==> src/rtl/mem_stage_if.sv <==
// Bundles the EX-side, data-memory and writeback signals of the memory stage.
// The stage itself connects through the slave modport.
interface mem_stage_if #(
  parameter int unsigned DATA_W = 32,
  parameter int unsigned ADDR_W = 12
);
  logic              ex_valid;
  logic              ex_ready;
  logic [DATA_W-1:0] ex_result;
  logic [DATA_W-1:0] ex_store_data;
  logic [4:0]        ex_rd;
  logic [1:0]        ex_memop;
  logic [1:0]        ex_size;
  logic              ex_unsigned;
  logic              ex_regwrite;

  logic              dmem_req;
  logic              dmem_we;
  logic [ADDR_W-1:0] dmem_addr;
  logic [DATA_W-1:0] dmem_wdata;
  logic [3:0]        dmem_be;
  logic              dmem_ack;
  logic [DATA_W-1:0] dmem_rdata;

  logic              wb_valid;
  logic [4:0]        wb_rd;
  logic [DATA_W-1:0] wb_data;
  logic              wb_regwrite;
  logic              misalign;

  modport slave (
    input  ex_valid, ex_result, ex_store_data, ex_rd, ex_memop, ex_size, ex_unsigned,
           ex_regwrite, dmem_ack, dmem_rdata,
    output ex_ready, dmem_req, dmem_we, dmem_addr, dmem_wdata, dmem_be,
           wb_valid, wb_rd, wb_data, wb_regwrite, misalign
  );

  modport master (
    output ex_valid, ex_result, ex_store_data, ex_rd, ex_memop, ex_size, ex_unsigned,
           ex_regwrite, dmem_ack, dmem_rdata,
    input  ex_ready, dmem_req, dmem_we, dmem_addr, dmem_wdata, dmem_be,
           wb_valid, wb_rd, wb_data, wb_regwrite, misalign
  );
endinterface

==> src/rtl/mem_stage.sv <==
// Memory pipeline stage: passes ALU results through or performs one load/store over a
// req/ack data-memory port, then emits a single registered writeback pulse.
module mem_stage #(
  parameter int unsigned DATA_W = 32,
  parameter int unsigned ADDR_W = 12
) (
  input logic       clk,
  input logic       rst_n,
  input logic       flush,
  mem_stage_if.slave bus
);

  localparam logic [0:0] StIdle   = 1'b0;
  localparam logic [0:0] StAccess = 1'b1;

  logic [0:0]        state_q, state_d;
  logic              flush_q, flush_d;
  logic              we_q, we_d;
  logic [ADDR_W-1:0] addr_q, addr_d;
  logic [1:0]        lsb_q, lsb_d;
  logic [DATA_W-1:0] wdata_q, wdata_d;
  logic [3:0]        be_q, be_d;
  logic [4:0]        rd_q, rd_d;
  logic [1:0]        size_q, size_d;
  logic              uns_q, uns_d;
  logic              rw_q, rw_d;
  logic              wb_valid_q, wb_valid_d;
  logic [4:0]        wb_rd_q, wb_rd_d;
  logic [DATA_W-1:0] wb_data_q, wb_data_d;
  logic              wb_regwrite_q, wb_regwrite_d;
  logic              misalign_q, misalign_d;

  logic              accept, is_load, is_store, is_mem, misal;
  logic [1:0]        ex_lsb;
  logic [DATA_W-1:0] store_wdata, load_shifted, load_data;
  logic [3:0]        store_be;

  assign ex_lsb   = bus.ex_result[1:0];
  assign accept   = bus.ex_valid & bus.ex_ready & ~flush;
  assign is_load  = (bus.ex_memop == 2'b01);
  assign is_store = (bus.ex_memop == 2'b10);
  assign is_mem   = is_load | is_store;

  // Bytes are always aligned; size 2'b11 behaves as a word.
  always_comb begin
    misal = 1'b0;
    if (bus.ex_size == 2'b01)      misal = ex_lsb[0];
    else if (bus.ex_size[1])       misal = (ex_lsb != 2'b00);
  end

  always_comb begin
    case (bus.ex_size)
      2'b00: begin
        store_wdata = {4{bus.ex_store_data[7:0]}};
        store_be    = 4'b0001 << ex_lsb;
      end
      2'b01: begin
        store_wdata = {2{bus.ex_store_data[15:0]}};
        store_be    = 4'b0011 << ex_lsb;
      end
      default: begin
        store_wdata = bus.ex_store_data;
        store_be    = 4'b1111;
      end
    endcase
  end

  assign load_shifted = bus.dmem_rdata >> {lsb_q, 3'b000};

  always_comb begin
    case (size_q)
      2'b00:   load_data = uns_q ? {{(DATA_W-8){1'b0}}, load_shifted[7:0]}
                                 : {{(DATA_W-8){load_shifted[7]}}, load_shifted[7:0]};
      2'b01:   load_data = uns_q ? {{(DATA_W-16){1'b0}}, load_shifted[15:0]}
                                 : {{(DATA_W-16){load_shifted[15]}}, load_shifted[15:0]};
      default: load_data = bus.dmem_rdata;
    endcase
  end

  always_comb begin
    state_d       = state_q;
    flush_d       = flush_q;
    we_d          = we_q;
    addr_d        = addr_q;
    lsb_d         = lsb_q;
    wdata_d       = wdata_q;
    be_d          = be_q;
    rd_d          = rd_q;
    size_d        = size_q;
    uns_d         = uns_q;
    rw_d          = rw_q;
    wb_valid_d    = 1'b0;
    wb_rd_d       = wb_rd_q;
    wb_data_d     = wb_data_q;
    wb_regwrite_d = wb_regwrite_q;
    misalign_d    = 1'b0;

    case (state_q)
      StIdle: begin
        if (accept) begin
          if (!is_mem) begin
            wb_valid_d    = 1'b1;
            wb_rd_d       = bus.ex_rd;
            wb_data_d     = bus.ex_result;
            wb_regwrite_d = bus.ex_regwrite & (bus.ex_rd != 5'd0);
          end else if (misal) begin
            wb_valid_d    = 1'b1;
            wb_rd_d       = bus.ex_rd;
            wb_data_d     = '0;
            wb_regwrite_d = 1'b0;
            misalign_d    = 1'b1;
          end else begin
            state_d = StAccess;
            flush_d = 1'b0;
            we_d    = is_store;
            addr_d  = {bus.ex_result[ADDR_W-1:2], 2'b00};
            lsb_d   = ex_lsb;
            wdata_d = store_wdata;
            be_d    = is_store ? store_be : 4'b0000;
            rd_d    = bus.ex_rd;
            size_d  = bus.ex_size;
            uns_d   = bus.ex_unsigned;
            rw_d    = bus.ex_regwrite;
          end
        end
      end
      StAccess: begin
        // A flush cannot abandon the bus; it only suppresses the writeback.
        flush_d = flush_q | flush;
        if (bus.dmem_ack) begin
          state_d = StIdle;
          if (!(flush_q | flush)) begin
            wb_valid_d = 1'b1;
            wb_rd_d    = rd_q;
            if (we_q) begin
              wb_regwrite_d = 1'b0;
            end else begin
              wb_regwrite_d = rw_q & (rd_q != 5'd0);
              wb_data_d     = load_data;
            end
          end
        end
      end
      default: state_d = StIdle;
    endcase
  end

  always_ff @(posedge clk) begin
    if (!rst_n) begin
      state_q       <= StIdle;
      flush_q       <= 1'b0;
      we_q          <= 1'b0;
      addr_q        <= '0;
      lsb_q         <= 2'b00;
      wdata_q       <= '0;
      be_q          <= 4'b0000;
      rd_q          <= 5'd0;
      size_q        <= 2'b00;
      uns_q         <= 1'b0;
      rw_q          <= 1'b0;
      wb_valid_q    <= 1'b0;
      wb_rd_q       <= 5'd0;
      wb_data_q     <= '0;
      wb_regwrite_q <= 1'b0;
      misalign_q    <= 1'b0;
    end else begin
      state_q       <= state_d;
      flush_q       <= flush_d;
      we_q          <= we_d;
      addr_q        <= addr_d;
      lsb_q         <= lsb_d;
      wdata_q       <= wdata_d;
      be_q          <= be_d;
      rd_q          <= rd_d;
      size_q        <= size_d;
      uns_q         <= uns_d;
      rw_q          <= rw_d;
      wb_valid_q    <= wb_valid_d;
      wb_rd_q       <= wb_rd_d;
      wb_data_q     <= wb_data_d;
      wb_regwrite_q <= wb_regwrite_d;
      misalign_q    <= misalign_d;
    end
  end

  assign bus.ex_ready    = (state_q == StIdle) & rst_n;
  assign bus.dmem_req    = (state_q == StAccess);
  assign bus.dmem_we     = we_q;
  assign bus.dmem_addr   = addr_q;
  assign bus.dmem_wdata  = wdata_q;
  assign bus.dmem_be     = be_q;
  assign bus.wb_valid    = wb_valid_q;
  assign bus.wb_rd       = wb_rd_q;
  assign bus.wb_data     = wb_data_q;
  assign bus.wb_regwrite = wb_regwrite_q;
  assign bus.misalign    = misalign_q;

endmodule

==> src/flat_wrapper.sv <==
// flat-port wrapper written by rule: the top's interface ports become plain ports
module mem_stage_flat 
#(
  parameter int unsigned DATA_W = 32,
  parameter int unsigned ADDR_W = 12
)
  (clk, rst_n, flush, bus_ex_valid, bus_ex_result, bus_ex_store_data, bus_ex_rd, bus_ex_memop, bus_ex_size, bus_ex_unsigned, bus_ex_regwrite, bus_dmem_ack, bus_dmem_rdata, bus_ex_ready, bus_dmem_req, bus_dmem_we, bus_dmem_addr, bus_dmem_wdata, bus_dmem_be, bus_wb_valid, bus_wb_rd, bus_wb_data, bus_wb_regwrite, bus_misalign);
  mem_stage_if #(.DATA_W(DATA_W), .ADDR_W(ADDR_W)) bus_i ();
  input logic clk;
  input logic rst_n;
  input logic flush;
  input wire logic [$bits(bus_i.ex_valid)-1:0] bus_ex_valid;
  input wire logic [$bits(bus_i.ex_result)-1:0] bus_ex_result;
  input wire logic [$bits(bus_i.ex_store_data)-1:0] bus_ex_store_data;
  input wire logic [$bits(bus_i.ex_rd)-1:0] bus_ex_rd;
  input wire logic [$bits(bus_i.ex_memop)-1:0] bus_ex_memop;
  input wire logic [$bits(bus_i.ex_size)-1:0] bus_ex_size;
  input wire logic [$bits(bus_i.ex_unsigned)-1:0] bus_ex_unsigned;
  input wire logic [$bits(bus_i.ex_regwrite)-1:0] bus_ex_regwrite;
  input wire logic [$bits(bus_i.dmem_ack)-1:0] bus_dmem_ack;
  input wire logic [$bits(bus_i.dmem_rdata)-1:0] bus_dmem_rdata;
  output wire logic [$bits(bus_i.ex_ready)-1:0] bus_ex_ready;
  output wire logic [$bits(bus_i.dmem_req)-1:0] bus_dmem_req;
  output wire logic [$bits(bus_i.dmem_we)-1:0] bus_dmem_we;
  output wire logic [$bits(bus_i.dmem_addr)-1:0] bus_dmem_addr;
  output wire logic [$bits(bus_i.dmem_wdata)-1:0] bus_dmem_wdata;
  output wire logic [$bits(bus_i.dmem_be)-1:0] bus_dmem_be;
  output wire logic [$bits(bus_i.wb_valid)-1:0] bus_wb_valid;
  output wire logic [$bits(bus_i.wb_rd)-1:0] bus_wb_rd;
  output wire logic [$bits(bus_i.wb_data)-1:0] bus_wb_data;
  output wire logic [$bits(bus_i.wb_regwrite)-1:0] bus_wb_regwrite;
  output wire logic [$bits(bus_i.misalign)-1:0] bus_misalign;
  assign bus_i.ex_valid = bus_ex_valid;
  assign bus_i.ex_result = bus_ex_result;
  assign bus_i.ex_store_data = bus_ex_store_data;
  assign bus_i.ex_rd = bus_ex_rd;
  assign bus_i.ex_memop = bus_ex_memop;
  assign bus_i.ex_size = bus_ex_size;
  assign bus_i.ex_unsigned = bus_ex_unsigned;
  assign bus_i.ex_regwrite = bus_ex_regwrite;
  assign bus_i.dmem_ack = bus_dmem_ack;
  assign bus_i.dmem_rdata = bus_dmem_rdata;
  assign bus_ex_ready = bus_i.ex_ready;
  assign bus_dmem_req = bus_i.dmem_req;
  assign bus_dmem_we = bus_i.dmem_we;
  assign bus_dmem_addr = bus_i.dmem_addr;
  assign bus_dmem_wdata = bus_i.dmem_wdata;
  assign bus_dmem_be = bus_i.dmem_be;
  assign bus_wb_valid = bus_i.wb_valid;
  assign bus_wb_rd = bus_i.wb_rd;
  assign bus_wb_data = bus_i.wb_data;
  assign bus_wb_regwrite = bus_i.wb_regwrite;
  assign bus_misalign = bus_i.misalign;
  mem_stage #(.DATA_W(DATA_W), .ADDR_W(ADDR_W)) u_core (.clk(clk), .rst_n(rst_n), .flush(flush), .bus(bus_i));
endmodule
==> config.mk <==
export PLATFORM = sky130hd
export DESIGN_NAME = mem_stage_flat
export DESIGN_NICKNAME = d
export VERILOG_FILES = /design/src/rtl/mem_stage_if.sv /design/src/rtl/mem_stage.sv /design/src/flat_wrapper.sv
export SDC_FILE = /design/constraint.sdc
export NUM_CORES = 1
export LEC_CHECK = 0
export ABC_AREA = 0
export CORE_MARGIN = 1.5
export CORE_UTILIZATION = 38
export CTS_CLUSTER_SIZE = 10
export DETAILED_ROUTE_END_ITERATION = 16
export DONT_BUFFER_PORTS = 1
export MAX_ROUTING_LAYER = met4
export PLACE_DENSITY = 0.56
export REMOVE_ABC_BUFFERS = 1
export SYNTH_ARGS = -nofsm -noshare
export SYNTH_HDL_FRONTEND = slang
export SYNTH_SLANG_ARGS = --single-unit
==> constraint.sdc <==
create_clock -name clk -period 4.7 [get_ports clk]
set_input_delay 0.94 -clock clk [delete_from_list [all_inputs] [get_ports clk]]
set_output_delay 0.94 -clock clk [all_outputs]
set_load 0.02 [all_outputs]
### Yosys cells after proc, flatten, opt, wreduce, memory -nomap -nowiden

Index checks and enable logic that the tools add are counted.

* bits in registers: 100
* bits of input ports: 112
* output and inout bits: 91
* word-level logic and storage cells: 96

* equal/unequal tests: 11
* shift operators: 3
* mux-type cells: 43
* bitwise logic cells: 13
* reductions and logical operators: 10

Operators with widths (count)
* two-way mux 32 bit: 8
* one-hot mux 32 bit (2 select lines): 3
* >> shifter 32 x 5 -> 16 bit: 1
* two-way mux 5 bit: 5
* two-way mux 1 bit: 20
* one-hot mux 5 bit (2 select lines): 1
* nonzero test 5 bit: 2
* inequality test 2 bit (second input constant): 4
* one-hot mux 1 bit (2 select lines): 4
* one-hot mux 4 bit (2 select lines): 1
* AND reduction 4 bit: 2
* == test 2 x 1 -> 1 bit (second input constant): 3
* inverter 1 bit: 6
* AND 1 bit: 5
* AND reduction 5 bit: 1
* logical NOT 2 bit: 2
* two-way mux 4 bit: 1
* inequality test 2 x 1 -> 1 bit (second input constant): 2
* OR reduction 4 bit: 1
* left shift 1 x 2 -> 4 bit (first input constant): 1
* left shift 2 x 2 -> 4 bit (first input constant): 1
* inequality test 3 bit (second input constant): 1
* AND reduction 3 bit: 1
* == test 2 bit (second input constant): 1
* 2 further kinds: 3

### Logic depth before layout (Yosys ltp)

Gate-level depths: netlist of run 1.

* depth in word-level cells: 7
* depth in mapped cells: 9
* gate-level depth less buffers: 7

### Least setup slack after synthesis of run 1

OpenSTA, ideal clock, no wires.

* path kind: input port to output port
* start point: input rst_n
* end point: output bus_ex_ready
* data arrival time: 1.869 ns
* data required time: 3.760 ns
* path slack: 1.891 ns
* stages: 5
* buffers on the path: 3
* cells stage by stage: buf_2 inv_1 clkbuf_1 clkbuf_1 nor2_1

* cells in the longest elaborated chain, start to end: 1

Ends and longest elaborated chain
* start: declaration: RTL line flat_wrapper.sv:10 `input logic rst_n;`
* AND 1 bit: RTL line mem_stage.sv:186 `assign bus.ex_ready = (state_q == StIdle) & rst_n;`
* end: declaration: RTL line flat_wrapper.sv:22 `output wire logic [$bits(bus_i.ex_ready)-1:0] bus_ex_ready;`

Every way passes these cells.

### Worst setup path after layout of run 1

* start point: input bus_ex_memop[0]
* end point: register u_core.wb_data_q[20], in the netlist u_core.bus.wb_data[20]

* cells in the longest elaborated chain, start to end: 5
* elaborated cells on any way between the ends: 8
* those cells by class: eq/ne: 3; mux: 3; bitwise: 1; reduce/logical: 1

Ends and longest elaborated chain
* start: declaration: RTL line flat_wrapper.sv:16 `input wire logic [$bits(bus_i.ex_memop)-1:0] bus_ex_memop;`
* == test 2 x 1 -> 1 bit or == test 2 bit (tied branches): RTL line mem_stage.sv:40, mem_stage.sv:41
* bitwise OR 1 bit (*): RTL line mem_stage.sv:42 `assign is_mem = is_load | is_store;`
* two-way mux 32 bit: RTL line mem_stage.sv:101 `if (!is_mem) begin`
* two-way mux 32 bit: RTL line mem_stage.sv:100 `if (accept) begin`
* one-hot mux 32 bit (2 select lines): RTL line mem_stage.sv:98 `case (state_q)`
* end signal: assignment: RTL line mem_stage.sv:180 `wb_data_q <= wb_data_d;`
* end: declaration: RTL line mem_stage.sv:29 `logic [DATA_W-1:0] wb_data_q, wb_data_d;`

Every way passes the cells marked *; elsewhere a longest branch is shown, timed or not. The select of a mux whose other input is x is not followed.
A chain may end at the register's enable or synchronous reset.

==> results of run 1 <==
stage by stage:
| step | util | hold WS [ps] |
|---|---|---|
| final | 0.417 | 472 |
| after global routing | 0.417 | 505 |
| after CTS | 0.417 | 476 |
| after detailed placement | 0.394 | 466 |
| after global placement | 0.394 | 444 |
| after floorplan | - | 437 |
sequential cells by signal, summed over array words and instances, names as in the netlist:
signal,cells
u_core.uns_q,1
u_core.size_q,2
u_core.bus.dmem_be,4
u_core.bus.wb_data,32
u_core.bus.misalign,1
u_core.rw_q,1
u_core.flush_q,1
u_core.bus.dmem_wdata,32
u_core.bus.wb_valid,1
u_core.rd_q,5
u_core.bus.dmem_we,1
u_core.lsb_q,2
u_core.bus.wb_regwrite,1
u_core.bus.wb_rd,5
u_core.bus.dmem_req,1
u_core.bus.dmem_addr,10
report_power, final:
| group | switching (uW) | total [uW] | internal, uW | leakage [uW] |
|---|---|---|---|---|
| combinational | 94.6 | 156 | 61.4 | 0.000874 |
| clock | 334 | 723 | 389 | 0.000136 |
| sequential | 50.0 | 923 | 873 | 0.000811 |
cell usage after synthesis, drive strengths merged (2+ instances only):
master | count | area [um2]
nor2 | 58 | 218
clkinv | 2 | 7.51
a211oi | 8 | 60.1
nor2b | 3 | 18.8
a222oi | 7 | 70.1
a21oi | 66 | 338
buf | 25 | 129
or4 | 2 | 15.0
o21ai | 59 | 295
a31oi | 20 | 125
o211ai | 3 | 22.5
nor4 | 9 | 71.3
a221oi | 8 | 76.3
nand2 | 121 | 454
nand2b | 3 | 18.8
dfxtp | 100 | 2000
mux2 | 13 | 146
nand3b | 4 | 30.0
mux2i | 28 | 280
clkbuf | 29 | 109
a22oi | 3 | 22.5
inv | 11 | 41.3
a221o | 7 | 70.1
a311oi | 8 | 70.1
and2 | 16 | 100
final cells by class:
cell class              instances  share of cell area
clock buffers                  13              0.0495
clock inverters                 3             0.00405
inverters                      13             0.00928
multi-input cells             460               0.504
flip-flops and latches        100               0.381
well taps                     172              0.0409
repair buffers                  8              0.0114
placed cells by master (no fill, tap or decap), types with 4 or more instances in the layout:
master       n
a311oi_1     8
and2_1      16
nor4_1       8
mux2i_1     28
a221oi_1     7
a211oi_1     8
a221o_1      7
nand3b_1     4
dfxtp_1     99
a21oi_1     64
o21ai_1     11
nor2_1      58
a31oi_1     20
clkbuf_16    9
mux2_2      13
o21ai_0     47
nand2_1    121
buf_4        8
inv_1       10
a222oi_1     7
worst register-to-register path, stage by stage (launching register included):
cell,delay (ps)
dfxtp_2,400
buf_4,310
nand4bb_1,400
nor2_1,300
o21a_2,640
buf_4,360
nor2_1,60
a311oi_1,230
per-layer routing:
metal  routed length (um)  GRT usage  part of all wire
met4                  318     0.0843             0.022
met2                 6700      0.352              0.46
met5                    0          -                 0
met3                 1800     0.0872              0.12
met1                 5880      0.238              0.40
cell families after synthesis:
logic type	synth area share
AOI/OAI and AO/OA	0.242
xor gates and xnor gates	0.00178
adders and majority gates	0.00255
buffers and inverters	0.0584
DFF	0.408
muxes	0.0915
other	0.000764
and+or+nand+nor	0.195
final timing paths:
path                                           end  slack (ps)
min                    u_core.rd_q[0]$_SDFFE_PN0P_         470
max reg2reg  u_core.bus.dmem_wdata[8]$_SDFFE_PN0P_        1910
min reg2reg            u_core.rd_q[0]$_SDFFE_PN0P_         470
max            u_core.bus.wb_data[20]$_SDFFE_PN0P_        1670
==> flow_summary_export.csv, run 1 <==
group,metric,value,unit
cells_and_area,drive_above_1_share,0.0754,
cells_and_area,num_antenna_cells,0,
logic_synthesis,synth_edf_count,0,
cts,cts_tree,"yes",
grt,grt_overflow_total,0,
floorplanning,row_count,41,
placement,dp_hpwl,10500,um
logic_synthesis,synth_warnings,0,
logic_synthesis,synthCells,626,
floorplanning,core_area,0.0126,mm2
critical_path,worstPathCellList,"inv_1 > ha_1 > nor2_1 > o21ai_1 > a21boi_4 > buf_4 > o21ai_0 > a31oi_1",
placement,dp_cells,753,
hold_path,hp-start,"u_core.rd_q[0]$_SDFFE_PN0P_",
timing,fin_skew,6.82,ps
route,via_per_inst,5.70,
route,drt_iter0_markers,240,
critical_path,slowest_stage,"ha_1",
placement,dpl_cell_area,0.00498,mm2
hold_path,hold_depth,2,
critical_path,cp_slowest_stage_delay,770,ps
route,finalWirelength,14700,um
timing,grt_setup_unrepaired,"no",
critical_path,critical_path_class,"input pin to flip-flop",
cts,numCtsBuffers,9,
grt,antenna_found_initial,0,
route,antenna_left,0,
critical_path,crit_path_end_kind,"flip-flop",
cells_and_area,nets,705,
power_and_ir_drop,total_power,1800,uW
cells_and_area,finalNonFillerCells,769,
floorplanning,die_area,0.0136,mm2
critical_path,crit_required,4970,ps
floorplanning,die_y,117,um
cells_and_area,multiInputGateArea,0.00265,mm2
placement,dp_slack,1300,ps
critical_path,crit_family,"compound AO/OA/AOI/OAI gates",
hold_path,min_path_type,"flip-flop to flip-flop",
cts,clk_pin_slew_worst_paths,70,ps
placement,place_congestion,0.801,
critical_path,startpoint_type,"input pin",
grt,grtUsageTotal,0.216,
logic_synthesis,ys_seq_elements,100,
power_and_ir_drop,p_leak,0.00182,uW
cts,cts_buffer_depth,2,
critical_path,path_max_fanout,35,
critical_path,rr_worst_depth,7,
route,wire_per_inst,19.1,um
critical_path,worstReg2RegStart,"u_core.bus.dmem_req$_SDFF_PN0_",
logic_synthesis,async_flop_share,0,
grt,grt_pass1_vias,4074,
grt,grt_pass1_wl,21800,um
power_and_ir_drop,vdd_drop_max,0.154,mV
timing,finalSetupTns,0,ps
timing,max_freq,0.331,GHz
cts,cts_setup_buffers,0,
cts,cts_sinks,100,
cts,cts_root_buf,"clkbuf_16",
floorplanning,die_x,117,um
critical_path,critPathArrivalTime,3300,ps
route,first_pass_iters,5,
floorplanning,io_pins,203,
cts,post_cts_resized,0,
logic_synthesis,synth_cell_types,45,
cells_and_area,regArea,0.00200,mm2
logic_synthesis,syn_area_per_cell,7.84,um2
cts,clock_latency,360,ps
logic_synthesis,synth_seq_area_share,0.408,
grt,grt_max_degree,75,
timing,finalCriticalPeriod,3030,ps
run_status,status,"completed",
flow_run,max_cap_viol_count,0,
placement,io_buffer_count,0,
cts,h-tree-depth,3,
timing,fin_ws,1670,ps
logic_synthesis,netlist_area,0.00491,mm2
critical_path,critPathLaunch,"bus_ex_memop[0]",
critical_path,crit_cells,8,
cells_and_area,fin_area,0.00526,mm2
timing,tightest_slew,882,ps
timing,hold_viol,0,
timing,setup_viol,0,
timing,max_slew_margin,0.411,
cts,cts_hold_buf,0,
cells_and_area,syn_to_final_growth,7.08,%
timing,fin_crit_sh,0.644,
route,drc,0,
power_and_ir_drop,power_density,343,mW/mm2
cells_and_area,fillerInstances,1307,
critical_path,path_buf_inv,2,
floorplanning,start_util,0.389,
logic_synthesis,synth_ff_type,"dfxtp_1",
timing,drv_slew,0,
route,vias,4386,
Power figures use the tool's default switching activity.
==> inputs of run 2 (changes only) <==
- clock period: 4.7 -> 3.2 ns (I/O delays scaled with it)
==> run 2 against run 1 <==
  * Flip-flop and latch count unchanged
  * Largest cell class unchanged
  * Clock power increased by 69%
  * Worst setup slack got worse by 790 ps
  * Non-clock buffer count increased by 2
  * Highest routed layer unchanged
  * Sequential power increased by 47%
  * First-iteration DRC count decreased by 26%
  * Die area unchanged
  * Count of clock-buffer cells in the layout decreased by 2
  * Critical endpoint is now u_core.bus.wb_data[31]$_SDFFE_PN0P_
  * Routed wire length decreased by 1.9%
  * Utilization increased by 0.47 points
==> flow_summary_export.csv, run 2 (synthesized netlist as in run 1, its figures left out) <==
group,metric,value,unit
power_and_ir_drop,p_leak,0.00185,uW
critical_path,path_max_fanout,41,
cts,cts_root_buf,"clkbuf_16",
power_and_ir_drop,vdd_drop_max,0.232,mV
placement,dp_hpwl,10300,um
route,via_per_inst,5.71,
floorplanning,die_area,0.0136,mm2
route,finalWirelength,14400,um
cts,cts_tree,"yes",
critical_path,worstReg2RegStart,"u_core.bus.dmem_req$_SDFF_PN0_",
run_status,status,"completed",
timing,fin_crit_sh,0.722,
cts,cts_setup_buffers,0,
critical_path,startpoint_type,"flip-flop",
timing,drv_slew,0,
cells_and_area,syn_to_final_growth,8.28,%
cts,cts_buffer_depth,2,
grt,grt_pass1_wl,21600,um
timing,max_freq,0.433,GHz
cells_and_area,drive_above_1_share,0.0803,
hold_path,min_path_type,"input pin to flip-flop",
floorplanning,row_count,41,
cells_and_area,fillerInstances,1318,
cts,cts_hold_buf,0,
grt,antenna_found_initial,0,
power_and_ir_drop,power_density,527,mW/mm2
cells_and_area,multiInputGateArea,0.00265,mm2
critical_path,critPathLaunch,"u_core.bus.dmem_req$_SDFF_PN0_",
grt,grt_overflow_total,0,
floorplanning,die_y,117,um
route,vias,4398,
cells_and_area,num_antenna_cells,0,
floorplanning,core_area,0.0126,mm2
critical_path,slowest_stage,"dfxtp_2",
timing,fin_skew,10.2,ps
cts,h-tree-depth,3,
route,antenna_left,0,
critical_path,critPathArrivalTime,2590,ps
critical_path,path_buf_inv,2,
floorplanning,start_util,0.389,
cts,cts_sinks,100,
placement,dp_slack,805,ps
grt,grt_pass1_vias,4006,
cts,post_cts_resized,0,
timing,fin_ws,889,ps
cells_and_area,final_common_cell,"nand2_1",
cells_and_area,fin_util,0.421,
cts,clock_latency,360,ps
grt,grtUsageTotal,0.214,
critical_path,worstPathCellList,"buf_4 > nor2_1 > o21ai_1 > a21boi_4 > buf_4 > o21ai_0 > a31oi_1",
cells_and_area,nets,707,
critical_path,cp_slowest_stage_delay,470,ps
cells_and_area,mostFrequentLayoutCells,"121 x nand2_1, 99 x dfxtp_1, 64 x a21oi_1, 58 x nor2_1, 47 x o21ai_0",
route,drt_iter0_markers,177,
timing,grt_setup_unrepaired,"no",
floorplanning,io_pins,203,
cts,numCtsBuffers,9,
hold_path,hp-start,"bus_ex_result[8]",
timing,setup_viol,0,
placement,place_congestion,0.816,
timing,finalCriticalPeriod,2310,ps
placement,io_buffer_count,0,
critical_path,crit_top_cell,"buf_4",
critical_path,crit_path_end_kind,"flip-flop",
grt,grt_max_degree,75,
timing,max_slew_margin,0.210,
cells_and_area,regArea,0.00200,mm2
critical_path,critical_path_class,"flip-flop to flip-flop",
timing,hold_viol,0,
cts,clk_pin_slew_worst_paths,70,ps
route,drc,0,
critical_path,crit_required,3480,ps
route,first_pass_iters,5,
critical_path,crit_family,"compound AO/OA/AOI/OAI gates",
route,wire_per_inst,18.7,um
flow_run,max_cap_viol_count,0,
timing,tightest_slew,1180,ps
floorplanning,die_x,117,um
[run 2: layout make-up]
cell class                 instances  area share
inverter                          13     0.00918
sequential                       100       0.377
clock buffer                      11      0.0475
timing repair buffer              10      0.0141
multi-input combinational        460       0.498
clock inverter                     4      0.0137
tap                              172      0.0405
[run 2: worst paths after layout]
| check | end | slack [ps] | cells past startpoint |
|---|---|---|---|
| hold reg to reg | u_core.rd_q[1]$_SDFFE_PN0P_ | 480 | 2 |
| setup reg to reg | u_core.bus.wb_data[31]$_SDFFE_PN0P_ | 890 | 7 |
| setup / recovery | u_core.bus.wb_data[31]$_SDFFE_PN0P_ | 890 | 7 |
| hold / removal | u_core.bus.dmem_addr[8]$_SDFFE_PN0P_ | 400 | 2 |
[run 2: metal layers]
layer,GRT usage,routed length [um],up-vias
li1,-,-,2145
met1,0.235,5780,2027
met2,0.345,6610,209
met3,0.0908,1760,17
met4,0.0827,277,0
met5,-,0,-
[run 2: metrics by stage]
stage                     area [um2]  TNS, ps  hold slack [ps]  power [uW]  cells
after floorplan                 4680   -21650              437        1550    573
after global placement          4990        0              444        1610    755
after detailed placement        4990        0              459        1620    755
after CTS                       5320        0              399        2830    770
after global routing            5320        0              393        2900    770
final                           5320        0              404        2800    770
[run 2: power by group]
part / switching (uW) / internal [uW] / total, uW
Clock: 495 / 722 / 1220
Combinational: 139 / 92.0 / 231
Sequential: 73.1 / 1280 / 1360
==> inputs of run 3 (changes only) <==
- clock period: 3.2 -> 2.2 ns (I/O delays scaled with it)
==> run 3 against run 2 <==
  * First-iteration DRC count up 27%
  * Non-clock buffer count is 8 higher
  * Combinational power increased by 55%
  * Highest routed layer unchanged
  * Flip-flop and latch count stayed put
  * Largest cell class unchanged
  * Routed wire length rose by 1.2%
==> flow_summary_export.csv, run 3 (synthesized netlist as in run 1, its figures left out) <==
group,metric,value,unit
run_status,status,"completed",
cells_and_area,final_common_cell,"nand2_1",
cts,clock_latency,350,ps
route,antenna_left,0,
floorplanning,io_pins,203,
route,vias,4395,
critical_path,worstPathCellList,"buf_4 > mux2_2 > a221o_1 > a221oi_1 > nor4_1",
cts,post_cts_resized,0,
timing,max_freq,0.502,GHz
timing,tightest_slew,938,ps
grt,grt_max_degree,75,
cts,cts_buffer_depth,2,
route,drt_iter0_markers,225,
hold_path,min_path_type,"input pin to flip-flop",
cts,cts_tree,"yes",
route,via_per_inst,5.64,
cts,cts_setup_buffers,0,
power_and_ir_drop,power_density,783,mW/mm2
timing,fin_skew,5.07,ps
grt,grtUsageTotal,0.220,
critical_path,crit_path_end_kind,"flip-flop",
cells_and_area,mostFrequentLayoutCells,"121 x nand2_1, 99 x dfxtp_1, 64 x a21oi_1, 58 x nor2_1, 47 x o21ai_0",
grt,grt_pass1_vias,4228,
critical_path,startpoint_type,"flip-flop",
timing,max_slew_margin,0.373,
placement,place_congestion,0.849,
route,wire_per_inst,18.7,um
critical_path,crit_required,2420,ps
timing,setup_viol,0,
critical_path,path_buf_inv,1,
power_and_ir_drop,vdd_drop_max,0.337,mV
floorplanning,row_count,41,
placement,dp_hpwl,10600,um
cells_and_area,syn_to_final_growth,11.8,%
critical_path,critical_path_class,"flip-flop to flip-flop",
cts,h-tree-depth,3,
flow_run,max_cap_viol_count,0,
critical_path,slowest_stage,"dfxtp_1",
timing,finalCriticalPeriod,1990,ps
critical_path,path_max_fanout,7,
grt,grt_overflow_total,0,
critical_path,crit_family,"compound AO/OA/AOI/OAI gates",
cells_and_area,regArea,0.00200,mm2
route,drc,0,
floorplanning,die_x,117,um
cells_and_area,drive_above_1_share,0.0939,
timing,grt_setup_unrepaired,"no",
timing,fin_crit_sh,0.905,
floorplanning,die_area,0.0136,mm2
cells_and_area,multiInputGateArea,0.00265,mm2
timing,drv_slew,0,
floorplanning,start_util,0.389,
cells_and_area,num_antenna_cells,0,
cts,cts_sinks,100,
route,first_pass_iters,6,
placement,io_buffer_count,0,
critical_path,cp_slowest_stage_delay,490,ps
cts,cts_hold_buf,0,
timing,fin_ws,209,ps
timing,whs,218,ps
floorplanning,core_area,0.0126,mm2
placement,dp_slack,166,ps
route,finalWirelength,14600,um
cells_and_area,nets,715,
cts,cts_root_buf,"clkbuf_16",
timing,hold_viol,0,
cells_and_area,fillerInstances,1325,
grt,grt_pass1_wl,22400,um
cts,clk_pin_slew_worst_paths,70,ps
critical_path,critPathArrivalTime,2210,ps
power_and_ir_drop,p_leak,0.00193,uW
grt,antenna_found_initial,0,
cts,numCtsBuffers,9,
floorplanning,die_y,117,um
-- run 3: changes by cell type in the layout (fill, tap and decap cells not counted), sizes merged --
| cell | change |
|---|---|
| bufinv | +2 |
| buf | +8 |
| clkinv | -1 |
| clkinvlp | +1 |
| clkbuf | -1 |
-- run 3: stage by stage --
step / TNS [ps] / utilization / instance area (um2) / instances / power, uW
after CTS: 0 / 0.433 / 5470 / 778 / 4350
after global routing: 0 / 0.435 / 5490 / 779 / 4480
final: 0 / 0.435 / 5490 / 779 / 4300
after floorplan: -98420 / - / 4680 / 573 / 2260
after detailed placement: 0 / 0.404 / 5090 / 762 / 2370
after global placement: 0 / 0.404 / 5090 / 762 / 2360
-- run 3: report_power, final --
part / switching [uW] / internal [uW] / total [uW]
Clock: 711 / 1260 / 1970
Sequential: 105 / 1870 / 1970
Combinational: 208 / 150 / 358
-- run 3: cell type report --
type                    count  area share
flip-flops and latches    100       0.365
inverters                  13     0.00889
well taps                 172      0.0392
multi-input cells         460       0.483
repair buffers             18      0.0360
clock inverters             6      0.0246
clock buffers              10      0.0435
-- run 3: per-layer routing --
metal	track usage	vias to the layer above	wire length, um
li1	-	2154	-
met5	-	-	0
met1	0.245	2013	5920
met4	0.0932	0	374
met2	0.354	204	6520
met3	0.0856	24	1780
-- run 3: path summary, 6_finish.rpt --
| check | slack [ps] | cells after the start | to | from |
|---|---|---|---|---|
| worst max-delay path | 210 | 5 | u_core.bus.wb_data[12]$_SDFFE_PN0P_ | u_core.lsb_q[0]$_SDFFE_PN0P_ |
| worst min-delay path | 220 | 2 | u_core.rd_q[2]$_SDFFE_PN0P_ | bus_ex_rd[2] |
| worst max register to register | 210 | 5 | u_core.bus.wb_data[12]$_SDFFE_PN0P_ | u_core.lsb_q[0]$_SDFFE_PN0P_ |
| worst min register to register | 470 | 2 | u_core.rd_q[3]$_SDFFE_PN0P_ | u_core.rd_q[3]$_SDFFE_PN0P_ |
